File: src/rtl/tristate_bus_arbiter.sv
// Round-robin owner of a shared tri-state net with a dead time before each new owner.
// The one-hot enables drive the bufif1 gates and double as the grant.
module tristate_bus_arbiter #(
    parameter int N_REQ     = 4,
    parameter int DEAD_CYC  = 2,
    parameter int MAX_GRANT = 8
) (
    input  logic                     clk,
    input  logic                     rst,
    input  logic [N_REQ-1:0]         req,
    output logic [N_REQ-1:0]         en,
    output logic [$clog2(N_REQ)-1:0] owner,
    output logic                     bus_busy,
    output logic                     bus_dead
);

    localparam int IDX_W = $clog2(N_REQ);
    localparam logic [N_REQ-1:0] ONE = N_REQ'(1);
    localparam logic [7:0] HOLD_SAT = (MAX_GRANT == 0) ? 8'd255 : 8'(MAX_GRANT);

    // bus_busy / bus_dead are a registered decode of state (both low means IDLE).
    typedef enum logic [1:0] {
        S_DEAD  = 2'd0,
        S_IDLE  = 2'd1,
        S_GRANT = 2'd2
    } state_t;

    state_t             state, state_n;
    logic [3:0]         dead_cnt, dead_cnt_n;
    logic [7:0]         hold_cnt, hold_cnt_n;
    logic [IDX_W-1:0]   ptr, ptr_n;
    logic [IDX_W-1:0]   owner_n;
    logic [N_REQ-1:0]   en_n;
    logic               busy_n, dead_n;

    logic               win_valid;
    logic [IDX_W-1:0]   win_idx;
    logic               others_req;
    logic               preempt;
    logic               grant_go;

    // Scan from the highest offset down so the nearest requester after ptr wins.
    always_comb begin
        win_valid = 1'b0;
        win_idx   = '0;
        for (int i = N_REQ - 1; i >= 0; i--) begin
            if (req[(int'(ptr) + i) % N_REQ]) begin
                win_valid = 1'b1;
                win_idx   = IDX_W'((int'(ptr) + i) % N_REQ);
            end
        end
    end

    assign others_req = |(req & ~(ONE << owner));
    assign preempt    = (MAX_GRANT != 0) && (hold_cnt == 8'(MAX_GRANT)) && others_req;

    always_comb begin
        state_n    = state;
        dead_cnt_n = dead_cnt;
        hold_cnt_n = hold_cnt;
        ptr_n      = ptr;
        owner_n    = owner;
        en_n       = en;
        grant_go   = 1'b0;

        case (state)
            S_DEAD: begin
                en_n = '0;
                if (dead_cnt <= 4'd1) begin
                    dead_cnt_n = '0;
                    if (win_valid) grant_go = 1'b1;
                    else           state_n  = S_IDLE;
                end else begin
                    dead_cnt_n = dead_cnt - 4'd1;
                end
            end
            S_IDLE: begin
                en_n = '0;
                if (win_valid) grant_go = 1'b1;
            end
            S_GRANT: begin
                // Voluntary release and preemption share one exit path, so a
                // coincident pair produces a single dead interval.
                if (!req[owner] || preempt) begin
                    state_n    = S_DEAD;
                    en_n       = '0;
                    dead_cnt_n = 4'(DEAD_CYC);
                    hold_cnt_n = '0;
                end else if (hold_cnt < HOLD_SAT) begin
                    hold_cnt_n = hold_cnt + 8'd1;
                end
            end
            default: begin
                state_n    = S_DEAD;
                en_n       = '0;
                dead_cnt_n = 4'(DEAD_CYC);
            end
        endcase

        if (grant_go) begin
            state_n    = S_GRANT;
            en_n       = ONE << win_idx;
            owner_n    = win_idx;
            hold_cnt_n = 8'd1;
            ptr_n      = (win_idx == IDX_W'(N_REQ - 1)) ? '0 : win_idx + IDX_W'(1);
        end

        busy_n = (state_n == S_GRANT);
        dead_n = (state_n == S_DEAD);
    end

    always_ff @(posedge clk) begin
        if (rst) begin
            state    <= S_DEAD;
            dead_cnt <= 4'(DEAD_CYC);
            hold_cnt <= '0;
            ptr      <= '0;
            owner    <= '0;
            en       <= '0;
            bus_busy <= 1'b0;
            bus_dead <= 1'b1;
        end else begin
            state    <= state_n;
            dead_cnt <= dead_cnt_n;
            hold_cnt <= hold_cnt_n;
            ptr      <= ptr_n;
            owner    <= owner_n;
            en       <= en_n;
            bus_busy <= busy_n;
            bus_dead <= dead_n;
        end
    end

endmodule

File: config.mk
export PLATFORM = sky130hd
export DESIGN_NAME = tristate_bus_arbiter
export DESIGN_NICKNAME = d
export VERILOG_FILES = /design/src/rtl/tristate_bus_arbiter.sv
export SDC_FILE = /design/constraint.sdc
export NUM_CORES = 1
export LEC_CHECK = 0
export ABC_CLOCK_PERIOD_IN_PS = 3000
export BUFFER_PORTS_ARGS = -buffer_cell sky130_fd_sc_hd__buf_2
export CORE_MARGIN = 3
export CORE_UTILIZATION = 40
export DETAILED_ROUTE_END_ITERATION = 10
export SYNTH_ARGS = -nofsm -noshare
export SYNTH_HDL_FRONTEND = slang
export SYNTH_SLANG_ARGS = --single-unit
File: constraint.sdc
create_clock -name clk -period 3 [get_ports clk]
set_input_delay 0.9 -clock clk [delete_from_list [all_inputs] [get_ports clk]]
set_output_delay 0.9 -clock clk [all_outputs]
set_load 0.1 [all_outputs]
==> results of run 1 <==
-- registers in the layout, indices dropped and copies added, names as in the netlist --
signal,count
hold_cnt,8
dead_cnt,4
en,4
owner,2
ptr,2
state,2
bus_busy,1
bus_dead,1
-- cells in the final DEF (no fill, tap or decap), drive strengths merged, types with 2 or more instances in the layout --
master  netlist  layout
dfxtp        24      24
nor2         21      21
buf           1      14
inv          10      10
ha            8       8
nand2         7       7
a21oi         7       7
nor3          6       6
mux2i         4       4
a311oi        4       4
a22oi         4       4
nand4         4       4
o21ai         4       4
o21a          4       4
clkbuf        3       4
nand2b        3       3
a211oi        3       3
nand3         3       3
and2          3       3
nor2b         2       2
nor4          2       2
-- cell families after synthesis --
group           count (synthesis)  share of synthesized area
mux                             5                    0.05138
simple gates                   57                     0.2273
compound gates                 35                     0.2204
flops                          24                     0.3794
buf+inv                        14                    0.04249
fa+ha+maj                       8                    0.07905
-- final cells by class --
| cell class | count | area (um2) | area share |
|---|---|---|---|
| Multi-Input combinational cell | 105 | 732.0 | 0.5186 |
| Sequential cell | 24 | 480.5 | 0.3404 |
| Timing Repair Buffer | 14 | 72.57 | 0.05142 |
| Tap cell | 42 | 52.55 | 0.03723 |
| Inverter | 10 | 37.54 | 0.02660 |
| Clock buffer | 4 | 36.28 | 0.02571 |
-- worst min path at each step --
stage / to / startpoint / slack, ns / cells after the start
finish: hold_cnt[7] / hold_cnt[7] / 0.50 / 1
global route: hold_cnt[6] / hold_cnt[6] / 0.51 / 1
CTS: hold_cnt[7] / hold_cnt[7] / 0.50 / 1
detailed placement: hold_cnt[7] / hold_cnt[7] / 0.47 / 1
global placement: hold_cnt[7] / hold_cnt[7] / 0.45 / 1
floorplan: hold_cnt[7] / hold_cnt[7] / 0.44 / 1
-- power by group --
| part | internal [mW] | leakage, nW | switching [mW] | total [mW] |
|---|---|---|---|---|
| combinational | 0.232 | 0.344 | 0.503 | 0.735 |
| sequential | 0.395 | 0.196 | 0.0754 | 0.471 |
| clock | 0.0742 | 0.0210 | 0.0991 | 0.173 |
| total | 0.701 | 0.561 | 0.678 | 1.38 |
-- per-stage QoR --
stage / hold slack (ns) / worst slack [ns] / area, um2
after floorplan: 0.4416 / 0.5267 / 1266
after global placement: 0.4521 / 0.4830 / 1375
after detailed placement: 0.4708 / 0.4321 / 1375
after CTS: 0.5018 / 0.6962 / 1411
after global routing: 0.5148 / 0.5139 / 1411
final: 0.4980 / 0.6931 / 1411
-- critical path, stage by stage, from the launching register on --
cell and delay, ns:
sky130_fd_sc_hd__dfxtp_1 0.36, sky130_fd_sc_hd__inv_1 0.10, sky130_fd_sc_hd__ha_1 0.17, sky130_fd_sc_hd__nor2_1 0.05, sky130_fd_sc_hd__o31ai_1 0.38, sky130_fd_sc_hd__and3_1 0.56, sky130_fd_sc_hd__or3b_2 0.50, sky130_fd_sc_hd__a21oi_1 0.14
-- routing by layer --
layer / vias to the layer above / part of all wire / routed length, um
met4: 0 / 0.0067 / 17
met5: - / 0 / 0
met2: 27 / 0.47 / 1180
li1: 545 / - / -
met3: 2 / 0.049 / 124
met1: 502 / 0.48 / 1200
==> impl_metrics.prom, run 1 <==
# TYPE chip_impl_metric gauge
chip_impl_info{name="outcome",value="completed"} 1
chip_impl_metric{name="met3_usage",unit=""} 0.04324
chip_impl_metric{name="cts_hold_repair.buffers",unit=""} 0
chip_impl_metric{name="pin_count_of_the_biggest_net_entering_global_routing",unit=""} 21
chip_impl_metric{name="clkLatencyLatePin",unit="ns"} 0.32
chip_impl_info{name="synthTopCellsByCount",value="sky130_fd_sc_hd__dfxtp_1 (24), sky130_fd_sc_hd__nor2_1 (21), sky130_fd_sc_hd__inv_1 (10)"} 1
chip_impl_metric{name="grt.overflow.total",unit=""} 0
chip_impl_metric{name="worstPathArrival",unit="ns"} 2.57
chip_impl_metric{name="track_usage",unit=""} 0.1367
chip_impl_info{name="rsz0062_at_grt",value="no"} 1
chip_impl_metric{name="worst-r2r-cell-count",unit=""} 7
chip_impl_metric{name="post_cts_resized",unit=""} 0
chip_impl_metric{name="timing_hold_violations_final",unit=""} 0
chip_impl_metric{name="first_pass_grt_wire_length",unit="mm"} 4.381
chip_impl_metric{name="required",unit="ns"} 3.26
chip_impl_metric{name="max_freq",unit="MHz"} 433.5
chip_impl_metric{name="syn_nets",unit=""} 157
chip_impl_metric{name="route.antenna.remaining_nets",unit=""} 0
chip_impl_metric{name="fin_crit",unit="ns"} 2.307
chip_impl_metric{name="via_per_inst",unit=""} 5.407
chip_impl_metric{name="cts_max_level",unit=""} 1
chip_impl_info{name="dominantRegCellSynth",value="sky130_fd_sc_hd__dfxtp_1"} 1
chip_impl_metric{name="route.detailed.drc",unit=""} 0
chip_impl_metric{name="wl",unit="mm"} 2.522
chip_impl_metric{name="cts_num_sinks",unit=""} 24
chip_impl_metric{name="grt.met2_usage",unit=""} 0.2258
chip_impl_metric{name="timing.final.max_slew_violations",unit=""} 0
chip_impl_info{name="min_delay_path_class",value="register to register"} 1
chip_impl_metric{name="finish.net_count",unit=""} 172
chip_impl_metric{name="wl_per_cell",unit="um"} 12.67
chip_impl_metric{name="clockBufferDepth",unit=""} 2
chip_impl_info{name="clock_tree_root",value="sky130_fd_sc_hd__clkbuf_4"} 1
chip_impl_metric{name="floorplan.die.height",unit="um"} 62.27
chip_impl_info{name="path_class",value="register to register"} 1
chip_impl_info{name="setup.worst_path.end",value="ptr[0]"} 1
chip_impl_metric{name="setup_clock_skew_after_layout",unit="ns"} 0.01067
chip_impl_metric{name="floorplan.die_area",unit="mm2"} 0.003877
chip_impl_metric{name="clk_pin_slew",unit="ns"} 0.14
chip_impl_metric{name="final_util",unit=""} 0.4906
chip_impl_metric{name="placement.io_buffers",unit=""} 13
chip_impl_info{name="r2r-start",value="dead_cnt[0]"} 1
chip_impl_metric{name="antennaDiodeCount",unit=""} 0
chip_impl_info{name="synth_most_common_cell",value="sky130_fd_sc_hd__dfxtp_1"} 1
chip_impl_info{name="worstSetupEndpointType",value="register"} 1
chip_impl_metric{name="reg2reg_setup_slack",unit="ns"} 0.69
chip_impl_info{name="yosysTopAreaCell",value="sky130_fd_sc_hd__dfxtp_1"} 1
chip_impl_metric{name="worst_slew_margin_rel",unit=""} 0.6508
chip_impl_metric{name="synth-async-reset-ratio",unit=""} 0
chip_impl_metric{name="synth_seq_area_share",unit=""} 0.3794
chip_impl_metric{name="final_layout_size_suffix_gt1_frac",unit=""} 0.1656
chip_impl_metric{name="cts_buf_count",unit=""} 3
chip_impl_metric{name="row_count",unit=""} 19
chip_impl_metric{name="synth-seq-cells",unit=""} 24
chip_impl_metric{name="antenna_found_initial",unit=""} 0
chip_impl_info{name="post_synth_main_area_contributors",value="sky130_fd_sc_hd__dfxtp_1 (38%), sky130_fd_sc_hd__ha_1 (7.9%), sky130_fd_sc_hd__nor2_1 (6.2%), sky130_fd_sc_hd__mux2i_1 (3.2%), sky130_fd_sc_hd__inv_1 (3.0%)"} 1
chip_impl_metric{name="pwr_density_cell",unit="mW/mm2"} 977.2
chip_impl_info{name="r2r_end",value="ptr[0]"} 1
chip_impl_metric{name="place.detailed.hpwl",unit="mm"} 1.817
chip_impl_metric{name="gr-usage-met1",unit=""} 0.1733
chip_impl_metric{name="core-area",unit="mm2"} 0.002877
chip_impl_metric{name="totalPowerFinal",unit="mW"} 1.379
chip_impl_metric{name="post-cts-setup-buffer-count",unit=""} 0
chip_impl_metric{name="total_standard_cell_area_after_synthesis",unit="mm2"} 0.001266
chip_impl_metric{name="syn-mean-instance-area",unit="um2"} 8.855
chip_impl_metric{name="critical_path.max_fanout",unit=""} 14
chip_impl_metric{name="fin_crit_sh",unit=""} 0.7690
chip_impl_metric{name="netlist_instances",unit=""} 143
chip_impl_metric{name="synth_top_area_share",unit=""} 0.3794
chip_impl_metric{name="vias",unit=""} 1076
chip_impl_metric{name="gp_congestion",unit=""} 0.8120
chip_impl_metric{name="initial_core_util",unit=""} 0.4402
chip_impl_metric{name="finalSetupTns",unit="ns"} 0
chip_impl_metric{name="final_cells",unit=""} 199
chip_impl_metric{name="detail_route.iter0.violations",unit=""} 60
chip_impl_info{name="most_utilized_layer_in_the_global_route_result",value="met2"} 1
chip_impl_metric{name="grt_pass1_vias",unit=""} 992
chip_impl_metric{name="ios",unit=""} 14
chip_impl_metric{name="ys_warn_count",unit=""} 0
chip_impl_metric{name="tightestPinTransition",unit="ns"} 0.5237
chip_impl_metric{name="setup_viol_count_final",unit=""} 0
chip_impl_metric{name="peakVddDrop",unit="mV"} 0.3283
chip_impl_metric{name="synth.lib_cells_used.distinct",unit=""} 40
chip_impl_metric{name="cellLeakagePower",unit="nW"} 0.5609
chip_impl_metric{name="dpl.cell_count",unit=""} 195
chip_impl_metric{name="post_synth_edffs",unit=""} 0
chip_impl_metric{name="drt_pre_antenna_iters",unit=""} 4
chip_impl_metric{name="max-cap-violations",unit=""} 0
chip_impl_metric{name="nFillCells",unit=""} 268
chip_impl_metric{name="fp.dieW",unit="um"} 62.27
chip_impl_info{name="crit_start",value="dead_cnt[0]"} 1
chip_impl_info{name="timing.critical_path.from_type",value="register"} 1
chip_impl_metric{name="area_growth",unit="%"} 11.46
chip_impl_info{name="cts_tree",value="yes"} 1
No activity file was read; power rests on OpenSTA's default activity.
==> run 2: changes to the inputs <==
- ABC_CLOCK_PERIOD_IN_PS: 3000 -> 2200
- clock period: 3 -> 2.2 ns (I/O delays scaled with it)
==> run 2 against run 1 <==
Core utilization rose by 3.0 points. Via count increased by 2.8%. Register-to-register slack worse by 0.50 ns. Die area stayed put. Global-route usage is 1.2 points higher. Sequential share of layout area shrank 1.8 points. Critical endpoint unchanged. Largest cell class unchanged. Largest power group unchanged.
==> impl_metrics.prom, run 2 (synthesis results as in run 1) <==
# TYPE chip_impl_metric gauge
chip_impl_info{name="outcome",value="completed"} 1
chip_impl_metric{name="route.detailed.drc",unit=""} 0
chip_impl_metric{name="fin_area",unit="mm2"} 0.001499
chip_impl_metric{name="pin_count_of_the_biggest_net_entering_global_routing",unit=""} 21
chip_impl_metric{name="grt_pass1_vias",unit=""} 1082
chip_impl_metric{name="comb_power_share",unit=""} 0.532
chip_impl_metric{name="vias",unit=""} 1106
chip_impl_metric{name="worstPathArrival",unit="ns"} 2.27
chip_impl_metric{name="fin_crit",unit="ns"} 2.010
chip_impl_metric{name="post-cts-setup-buffer-count",unit=""} 0
chip_impl_info{name="rsz0062_at_grt",value="no"} 1
chip_impl_metric{name="area_growth",unit="%"} 18.38
chip_impl_info{name="r2r-start",value="dead_cnt[1]"} 1
chip_impl_metric{name="largest_register_ffs",unit=""} 8
chip_impl_metric{name="floorplan.die.height",unit="um"} 62.27
chip_impl_info{name="cts_tree",value="yes"} 1
chip_impl_metric{name="via_per_inst",unit=""} 5.317
chip_impl_metric{name="ios",unit=""} 14
chip_impl_metric{name="cts_buf_count",unit=""} 3
chip_impl_metric{name="clock_power_share",unit=""} 0.155
chip_impl_info{name="min_delay_path_class",value="register to register"} 1
chip_impl_metric{name="grt.overflow.total",unit=""} 0
chip_impl_metric{name="fp.dieW",unit="um"} 62.27
chip_impl_info{name="min_delay_worst_endpoint",value="hold_cnt[7]"} 1
chip_impl_metric{name="placement.cell_area",unit="mm2"} 0.001445
chip_impl_info{name="hold_path.startpoint",value="hold_cnt[7]"} 1
chip_impl_metric{name="cts_num_sinks",unit=""} 24
chip_impl_metric{name="setup_viol_count_final",unit=""} 0
chip_impl_info{name="worstSetupEndpointType",value="register"} 1
chip_impl_metric{name="max-cap-violations",unit=""} 0
chip_impl_info{name="largestRegisters",value="hold_cnt: 8 flops, dead_cnt: 4 flops, en: 4 flops"} 1
chip_impl_metric{name="clk_pin_slew",unit="ns"} 0.14
chip_impl_info{name="clock_tree_root",value="sky130_fd_sc_hd__clkbuf_4"} 1
chip_impl_info{name="r2r_end",value="ptr[0]"} 1
chip_impl_metric{name="power.share.switching",unit=""} 0.4585
chip_impl_metric{name="floorplan.die_area",unit="mm2"} 0.003877
chip_impl_info{name="path_class",value="register to register"} 1
chip_impl_metric{name="clkLatencyLatePin",unit="ns"} 0.32
chip_impl_metric{name="core-area",unit="mm2"} 0.002877
chip_impl_metric{name="track_usage",unit=""} 0.1488
chip_impl_metric{name="tightestPinTransition",unit="ns"} 0.4857
chip_impl_metric{name="totalPowerFinal",unit="mW"} 2.067
chip_impl_metric{name="worst-r2r-cell-count",unit=""} 7
chip_impl_metric{name="initial_core_util",unit=""} 0.4402
chip_impl_metric{name="timing_hold_violations_final",unit=""} 0
chip_impl_metric{name="holdPathStages",unit=""} 1
chip_impl_metric{name="switchingPower",unit="mW"} 0.9477
chip_impl_metric{name="peakVddDrop",unit="mV"} 0.5736
chip_impl_metric{name="clockBufferDepth",unit=""} 2
chip_impl_metric{name="place.detailed.hpwl",unit="mm"} 1.932
chip_impl_metric{name="row_count",unit=""} 19
chip_impl_metric{name="reg2reg_setup_slack",unit="ns"} 0.19
chip_impl_info{name="mostFrequentLayoutCells",value="sky130_fd_sc_hd__dfxtp_1 (22), sky130_fd_sc_hd__nor2_1 (21), sky130_fd_sc_hd__buf_2 (13)"} 1
chip_impl_metric{name="p_int",unit="mW"} 1.119
chip_impl_metric{name="critical_path.max_fanout",unit=""} 11
chip_impl_metric{name="cts_max_level",unit=""} 1
chip_impl_info{name="mostFrequentLayoutCell",value="sky130_fd_sc_hd__dfxtp_1"} 1
chip_impl_metric{name="placement.io_buffers",unit=""} 13
chip_impl_metric{name="post_cts_resized",unit=""} 0
chip_impl_metric{name="max_freq",unit="MHz"} 497.5
chip_impl_metric{name="final_util",unit=""} 0.5211
chip_impl_metric{name="share_seq_of_total_power",unit=""} 0.313
chip_impl_metric{name="worst_slew_margin_rel",unit=""} 0.6784
chip_impl_metric{name="timing.final.max_slew_violations",unit=""} 0
chip_impl_metric{name="drt_pre_antenna_iters",unit=""} 4
chip_impl_metric{name="finish.net_count",unit=""} 181
chip_impl_metric{name="required",unit="ns"} 2.46
chip_impl_metric{name="pwr_density_cell",unit="mW/mm2"} 1379
chip_impl_metric{name="antennaDiodeCount",unit=""} 0
chip_impl_metric{name="wl",unit="mm"} 2.649
chip_impl_metric{name="detail_route.iter0.violations",unit=""} 66
chip_impl_metric{name="cellLeakagePower",unit="nW"} 0.6140
chip_impl_metric{name="final_layout_size_suffix_gt1_frac",unit=""} 0.2289
chip_impl_metric{name="wl_per_cell",unit="um"} 12.74
chip_impl_metric{name="cts_hold_repair.buffers",unit=""} 0
chip_impl_info{name="timing.critical_path.from_type",value="register"} 1
chip_impl_info{name="regMostFlops",value="hold_cnt"} 1
chip_impl_metric{name="gp_congestion",unit=""} 0.8226
chip_impl_metric{name="fin_crit_sh",unit=""} 0.9137
chip_impl_metric{name="antenna_found_initial",unit=""} 0
chip_impl_metric{name="setup_clock_skew_after_layout",unit="ns"} 0.01075
chip_impl_metric{name="route.antenna.remaining_nets",unit=""} 0
chip_impl_metric{name="first_pass_grt_wire_length",unit="mm"} 4.878
==> run 2: cell count changes in the layout (fill, tap and decap cells not counted) <==
cell / previous run / this run
sky130_fd_sc_hd__dfxtp_1: 24 / 22
sky130_fd_sc_hd__dfxtp_2: 0 / 2
sky130_fd_sc_hd__buf_4: 1 / 10
sky130_fd_sc_hd__and3_1: 1 / 0
sky130_fd_sc_hd__clkbuf_8: 1 / 0
sky130_fd_sc_hd__and3_2: 0 / 1
sky130_fd_sc_hd__bufinv_16: 0 / 1
==> run 2: per-layer routing <==
layer  track usage  wire (um)  up-vias
met2        0.2648       1364       17
li1              -          -      560
met5             0          0        -
met1        0.1850       1182      527
met3       0.03964         88        2
met4       0.01653         13        0
==> run 2: critical path: stages, from the launching register on <==
cell	delay [ns]
sky130_fd_sc_hd__dfxtp_1	0.34
sky130_fd_sc_hd__inv_1	0.12
sky130_fd_sc_hd__ha_1	0.19
sky130_fd_sc_hd__nor2_1	0.06
sky130_fd_sc_hd__o31ai_1	0.27
sky130_fd_sc_hd__and3_2	0.38
sky130_fd_sc_hd__or3b_2	0.47
sky130_fd_sc_hd__a21oi_1	0.14
==> run 2: final cells by class <==
cell class | count | area, um2
inverters | 10 | 37.54
clock inverters | 1 | 30.03
fillers | 282 | 1378
clock buffers | 3 | 22.52
repair buffers | 23 | 140.1
multi-input cells | 105 | 733.2
flip-flops and latches | 24 | 483.0
well taps | 42 | 52.55
==> run 2: how the worst max path moves through the flow <==
stage / startpoint / endpoint / cells past startpoint
2_1_floorplan: owner[1] / hold_cnt[4] / 4
3_3_place_gp: req[1] / hold_cnt[2] / 6
3_5_place_dp: req[1] / hold_cnt[2] / 6
4_1_cts: dead_cnt[1] / ptr[0] / 7
5_1_grt: hold_cnt[4] / dead_cnt[0] / 6
6_report: dead_cnt[1] / ptr[0] / 7
==> run 2: stage by stage <==
stage / setup TNS (ns) / worst slack (ns) / hold slack (ns) / cells
5_1_grt: 0 / 0.03117 / 0.5206 / 208
6_report: 0 / 0.1898 / 0.4886 / 208
2_1_floorplan: 0 / 0.09261 / 0.4416 / 143
4_1_cts: 0 / 0.1100 / 0.4955 / 208
3_5_place_dp: -0.04427 / -0.04427 / 0.4648 / 204
3_3_place_gp: 0 / 0.01458 / 0.4544 / 204
==> run 2: power groups by stage <==
stage / logic [mW] / clock network, mW / registers (mW)
floorplan: 0.566 / 0 / 0.906
global placement: 1.07 / 0 / 0.649
detailed placement: 1.09 / 0 / 0.655
CTS: 1.10 / 0.331 / 0.645
global route: 1.21 / 0.353 / 0.668
finish: 1.10 / 0.320 / 0.647
